**config.mk**
```make
export PLATFORM = sky130hd
export DESIGN_NAME = arb_rr_lock
export DESIGN_NICKNAME = d
export VERILOG_FILES = /design/src/rtl/arb_rr_lock.sv
export SDC_FILE = /design/constraint.sdc
export NUM_CORES = 1
export LEC_CHECK = 0
export CAP_MARGIN = 20
export CORE_MARGIN = 2
export CORE_UTILIZATION = 39
export CTS_CLUSTER_SIZE = 16
export DETAILED_ROUTE_END_ITERATION = 7
export GPL_TIMING_DRIVEN = 0
export PLACE_DENSITY = 0.82
export SYNTH_ARGS = -nofsm -noshare
export SYNTH_HDL_FRONTEND = slang
export SYNTH_SLANG_ARGS = --single-unit
```
**constraint.sdc**
```tcl
create_clock -name clk -period 3.4 [get_ports clk]
set_input_delay 0.68 -clock clk [delete_from_list [all_inputs] [get_ports clk]]
set_output_delay 0.68 -clock clk [all_outputs]
set_load 0.1 [all_outputs]
```
**src/rtl/arb_rr_lock.sv**
```systemverilog
// rtl/arb_rr_lock.sv - round-robin packet arbiter with lock-until-last and registered output stage
// Optional packet counter output cnt enabled by ARB_RR_LOCK_STAT_EN.
module arb_rr_lock #(
  parameter type DAT_T = logic [4-1:0],
  parameter int  WIDTH = 4
) (
  input  logic                     clk,
  input  logic                     rst,
  input  logic [WIDTH-1:0]         req,
  input  DAT_T [WIDTH-1:0]         ary,
  input  logic [WIDTH-1:0]         lst,
  output logic [WIDTH-1:0]         rdy,
  output logic                     vld,
  output DAT_T                     dat,
  output logic                     last,
  output logic [$clog2(WIDTH)-1:0] idx,
  input  logic                     acc
`ifdef ARB_RR_LOCK_STAT_EN
  ,
  output logic [15:0]              cnt
`endif
);

  localparam int IW = $clog2(WIDTH);

  if (WIDTH < 2) begin : g_width_chk
    $fatal(1, "arb_rr_lock: WIDTH must be >= 2");
  end

  typedef enum logic {IDLE, LOCK} state_t;

  state_t        state, state_n;
  logic [IW-1:0] ptr, ptr_n, own, own_n;
  logic [IW-1:0] win, sel, sel_inc;
  logic          free, xfer;

  // First requester at or after p, wrapping; descending scan lets the nearest one win.
  function automatic logic [IW-1:0] rr_pick(input logic [WIDTH-1:0] r, input logic [IW-1:0] p);
    logic [IW-1:0] w;
    logic [IW-1:0] jj;
    int            j;
    w = p;
    for (int k = WIDTH - 1; k >= 0; k--) begin
      j = int'(p) + k;
      if (j >= WIDTH) j = j - WIDTH;
      jj = IW'(j);
      if (r[jj]) w = jj;
    end
    return w;
  endfunction

  always_comb begin
    free    = ~vld | acc;
    win     = rr_pick(req, ptr);
    sel     = (state == LOCK) ? own : win;
    sel_inc = (sel == IW'(WIDTH - 1)) ? '0 : sel + 1'b1;
    rdy     = '0;
    state_n = state;
    ptr_n   = ptr;
    own_n   = own;
    case (state)
      IDLE:    if (free && (|req)) rdy[win] = 1'b1;
      LOCK:    rdy[own] = free;
      default: rdy = '0;
    endcase
    if (rst) rdy = '0;
    xfer = |(req & rdy);
    if (xfer) begin
      if (lst[sel]) begin
        state_n = IDLE;
        ptr_n   = sel_inc;
      end else begin
        state_n = LOCK;
        own_n   = sel;
      end
    end
  end

  always_ff @(posedge clk or posedge rst) begin
    if (rst) begin
      state <= IDLE;
      ptr   <= '0;
      own   <= '0;
    end else begin
      state <= state_n;
      ptr   <= ptr_n;
      own   <= own_n;
    end
  end

  // A new beat always wins over draining, giving one beat per cycle.
  always_ff @(posedge clk or posedge rst) begin
    if (rst) begin
      vld  <= 1'b0;
      dat  <= '0;
      last <= 1'b0;
      idx  <= '0;
    end else if (xfer) begin
      vld  <= 1'b1;
      dat  <= ary[sel];
      last <= lst[sel];
      idx  <= sel;
    end else if (acc) begin
      vld  <= 1'b0;
    end
  end

`ifdef ARB_RR_LOCK_STAT_EN
  always_ff @(posedge clk or posedge rst) begin
    if (rst) cnt <= '0;
    else if (vld && acc && last) cnt <= cnt + 16'd1;
  end
`endif

endmodule

```
==> Word level (Yosys, flattened, before mapping) <==
Index checks and enable logic that the tools add are counted.
{ "op_classes": {"reduce_logical": 8, "eq_ne": 1, "n_lt_le_gt_ge": 13, "bitwise": 6, "addsub": 8, "muxes": 32} }
{ "op_table": {"columns": ["op", "count"], "rows": [
  ["2-bit by 3-bit < comparator with 1-bit output, second input constant", 7],
  ["2-bit two-way mux", 10],
  ["4-bit two-way mux", 3],
  ["1-bit binary-select mux with 2-bit select", 5],
  ["1-bit two-way mux", 10],
  ["3-bit greater-or-equal comparator, second input constant", 3],
  ["4-bit bitwise AND", 2],
  ["4-bit binary-select mux with 2-bit select", 1],
  ["4-bit one-hot mux with 2 select lines", 1],
  ["4-bit OR reduction", 2],
  ["2-bit by 1-bit subtractor with 2-bit output, second input constant", 4],
  ["2-bit by 2-bit adder with 3-bit output, second input constant", 2],
  ["1-bit demux with 2-bit select", 2],
  ["2-bit by 1-bit greater-or-equal comparator with 1-bit output, second input constant", 2],
  ["2-bit AND reduction", 2],
  ["2-bit by 1-bit adder with 3-bit output, second input constant", 1],
  ["2-bit by 3-bit greater-or-equal comparator with 1-bit output, second input constant", 1],
  ["1-bit logical AND", 3],
  ["1-bit NOT", 3],
  ["2-bit by 1-bit adder with 2-bit output, second input constant", 1],
  ["2-bit equality test, second input constant", 1],
  ["2-bit nonzero test", 1],
  ["1-bit bitwise OR", 1]
]} }
{ "word_totals": {"wordCells": 75, "inputBits": 27, "register_bits": 13, "output_inout_bits": 12} }

==> Longest topological paths before layout <==
{ "depth": {"depth_word": 19, "depth_mapped": 7, "ltp_nobuf": 7} }

==> Worst setup path after synthesis <==
OpenSTA, ideal clock, no wires.
{ "synth_timing": {"path_type": "input to output", "start": "input req[0]", "end": "output rdy[2]", "stages": 6, "path_buffers": 0, "t_required_ns": 2.720, "slack_ns": -0.271, "arrival_ns": 2.991, "cell_sequence": "and2b_1 nor4_2 nor2_2 nor2_1 nand3_1 a21oi_1"} }
{ "synth_via": {"elab_chain_len": 13, "word_cells_on_any_way": 22, "classes_between": "2 x order compare; 17 x mux; 3 x reduce/logical"} }
{ "synth_rtl": {"columns": ["element", "line", "source"], "rows": [
  ["from (decl)", "9", "input logic [WIDTH-1:0] req,"],
  ["1-bit binary-select mux with 2-bit select", "47", "if (r[jj]) w = jj;"],
  ["1-bit two-way mux (not written as such)", "47", null],
  ["2-bit two-way mux (4 in a row)", "47", null],
  ["2-bit by 3-bit < comparator with 1-bit output (not written as such) / 2-bit by 1-bit greater-or-equal comparator with 1-bit output (equally long branches)", "62", "IDLE: if (free && (|req)) rdy[win] = 1'b1;"],
  ["1-bit logical AND (not written as such)", "62", null],
  ["1-bit two-way mux (not written as such)", "62", null],
  ["1-bit demux with 2-bit select", "62", null],
  ["4-bit two-way mux *", "62", null],
  ["4-bit one-hot mux with 2 select lines *", "61", "case (state)"],
  ["4-bit two-way mux *", "66", "if (rst) rdy = '0;"],
  ["to (decl)", "12", "output logic [WIDTH-1:0] rdy,"]
]} }
Mark *: on every way between the ends. The rest lies on a longest branch, timed or not. The select of a mux whose other input is x is not followed.

==> Worst setup path after layout <==
{ "layout_timing": {"start": "input req[3]", "end": "output rdy[2]"} }
Same word-level chain as after synthesis.

==> results_dict.tcl <==
set metrics [dict create \
    place.detailed.instances 152 \
    grtUsageTotal 0.187 \
    setup_crit_path_kind "in -> out" \
    area_inside_the_core_boundary_um2 2230 \
    worst_ir_drop_vdd_uv 758 \
    detail_route.wirelength_um 2180 \
    remaining_drc_errors 0 \
    area_delta_synth_final_pct 48.2 \
    grt_overflow_total 0 \
    synth-main-ff-cell "sky130_fd_sc_hd__dfrtp_1" \
    muxShareOfSynthArea 0.261 \
    hold_violations 0 \
    clkSlewWorstSetupHoldPaths_ns 0.08 \
    synth_xor_area_frac 0.00946 \
    pre_cts_ws_ns -0.814 \
    placement.cell_area_um2 1350 \
    worst_ep_arrival_time_ns 2.65 \
    vias_per_cell 5.59 \
    synth_fp_nets 113 \
    grt_max_degree 17 \
    sequential_to_total_area_share_from_yosys_stat 0.351 \
    die-area_um2 2780 \
    final-setup-viol-count 0 \
    timing.reg2reg.worst_path_depth 7 \
    slew_viol_final 0 \
    worst_hold_path_type "reg -> reg" \
    placementRows 17 \
    antenna_cells 0 \
    maxClockFrequency_ghz 0.300 \
    grt_setup_unrepaired "true" \
    port-buffer-count 38 \
    clk_latency_ns 0.27 \
    synthDistinctLibCells 40 \
    combinational_family_with_the_most_area_after_synthesis "multiplexers" \
    io-pin-count 39 \
    grt_pass1_vias 911 \
    cts_setup_buffers 0 \
    postSynthRegisterBits 13 \
    dr.pass1.iters 4 \
    final_wtd_congestion 0.926 \
    clockRootBuffer "sky130_fd_sc_hd__clkbuf_4" \
    netlist_area_um2 926 \
    hold_slack_ns 0.499 \
    worst_slew_margin_rel 0.337 \
    timing.critical_path.fanout_max 7 \
    finalCritPeriodShare 0.980 \
    finClkSkew_ns 0.00427 \
    maxCapViolations 0 \
    cts-root-to-sink-buffers 2 \
    critPathLaunchType "input pin" \
    req_time_crit_path_ns 2.72 \
    dp.final_hpwl_um 1740 \
    async_flop_share 1.00 \
    cts_tree "built" \
    grt_first_pass_wirelength_um 3830 \
    whs_path_depth 1 \
    syn-instance-count 86 \
    dr.first_iter.drc_count 13 \
    tightestPinTransition_ns 0.991 \
    wl_per_cell_um 14.0 \
    detailroute.via_count 872 \
    grt_antenna_before_repair 0 \
    tritoncts.num_buffers 3 \
    layout_min_cycle_time_ns 3.33 \
    ys_warn_count 0 \
    start_util 0.415 \
    yosys.area_share.adder 0 \
    number_of_h_tree_levels 1 \
    drive_gt1_frac 0.188 \
    detail-route-antenna-nets 0 \
    syn_area_per_cell_um2 10.8 \
    power_leakage_nw 0.576 \
    final_cells 156 \
    clock_sink_count 13 \
    die_height_um 52.7 \
    synth_enable_flop_cells 0 \
    final.setup.worst_slack_ns 0.0666 \
    synthSimpleGateAreaFrac 0.178 \
    stdcell_area_um2 1370 \
    count_of_nets_after_finishing 156 \
    share_of_the_synthesized_area_in_compound_gates_ao_oa_aoi_oai 0.176 \
    end_kind "output pin" \
    power.density_cell_area_nw_per_um2 1060 \
    die_x_um 52.7 \
    run_status "finished, final reports clean" \
]
placed cells by master, fill, tap and decap left out, drive strengths merged, types with 3 or more instances in the layout:
master	count
dfrtp	13
mux2	8
a21oi	3
nor2	11
o21ai	5
clkbuf	6
clkdlybuf4s50	34
mux4	5
inv	5
buf	3
nand2	7
nor2b	3
metal layers:
layer  vias to the layer above  wire length [um]  track usage
met5                         -                 0            0
met4                         0                37       0.0726
met3                         7               219       0.0514
met2                        52              1080        0.331
met1                       405               848        0.209
li1                        408                 -            -
final cells by class:
type                    count  area [um2]
plain buffers               1        3.75
clock buffers               4        26.3
fillers                   185         861
inverters                   5        18.8
multi-input cells          67         589
flip-flops and latches     13         325
well taps                  28        35.0
repair buffers             38         374
worst max-delay path, stage by stage:
cell,delay [ns]
sky130_fd_sc_hd__clkdlybuf4s50_1,0.59
sky130_fd_sc_hd__and3b_1,0.22
sky130_fd_sc_hd__nor4_2,0.31
sky130_fd_sc_hd__nor2_2,0.13
sky130_fd_sc_hd__nor2_2,0.18
sky130_fd_sc_hd__nand3_1,0.11
sky130_fd_sc_hd__a21oi_2,0.19
sky130_fd_sc_hd__buf_6,0.24
final timing paths:
kind | startpoint | end | slack, ns
max reg2reg | ptr[1] | own[0] | 0.81
max in group asynchronous | rst | state | 2.13
max | req[3] | rdy[2] | 0.07
min | last | last | 0.50
min reg2reg | last | last | 0.50
min in group asynchronous | rst | ptr[0] | 0.90
state kept, by name, indices dropped and copies added (netlist names):
| signal | flops |
|---|---|
| state | 1 |
| last | 1 |
| vld | 1 |
| ptr | 2 |
| dat | 4 |
| idx | 2 |
| own | 2 |
Yosys cell counts (2+ instances only):
library cell / count / area, um2
sky130_fd_sc_hd__a21oi_1: 3 / 15.0
sky130_fd_sc_hd__inv_1: 5 / 18.8
sky130_fd_sc_hd__nor2b_1: 3 / 18.8
sky130_fd_sc_hd__o21ai_2: 2 / 17.5
sky130_fd_sc_hd__nand3_1: 2 / 10.0
sky130_fd_sc_hd__mux4_1: 4 / 105
sky130_fd_sc_hd__mux2i_1: 2 / 20.0
sky130_fd_sc_hd__dfrtp_1: 13 / 325
sky130_fd_sc_hd__nor2_1: 9 / 33.8
sky130_fd_sc_hd__o21ai_0: 2 / 10.0
sky130_fd_sc_hd__mux2_1: 6 / 67.6
sky130_fd_sc_hd__nand2_1: 7 / 26.3
repair_timing:
item,in CTS,in global routing
setup endpoints to repair,4,3
hold buffers,0,0
gates resized for setup,23,3
where the power goes:
group / internal (mW) / total, mW / switching (mW)
Sequential: 0.231 / 0.285 / 0.0539
Clock: 0.0454 / 0.0935 / 0.0480
Combinational: 0.347 / 1.07 / 0.724
cells by family (layout without fill, tap and decap cells):
kind of cell / after synthesis / after routing
AOI/OAI and AO/OA: 20 / 20
and+or+nand+nor: 31 / 31
muxes: 15 / 15
DFF: 13 / 13
buffers and inverters: 6 / 48
xor gates and xnor gates: 1 / 1
metrics by stage:
step | power (mW) | TNS, ns | util
floorplan | 1.12 | 0 | -
global placement | 1.34 | -2.67 | 0.604
global route | 1.53 | -0.0691 | 0.615
detailed placement | 1.36 | -2.95 | 0.604
CTS | 1.45 | 0 | 0.611
finish | 1.45 | 0 | 0.615
Note: power is estimated with default switching activity, not from simulation.
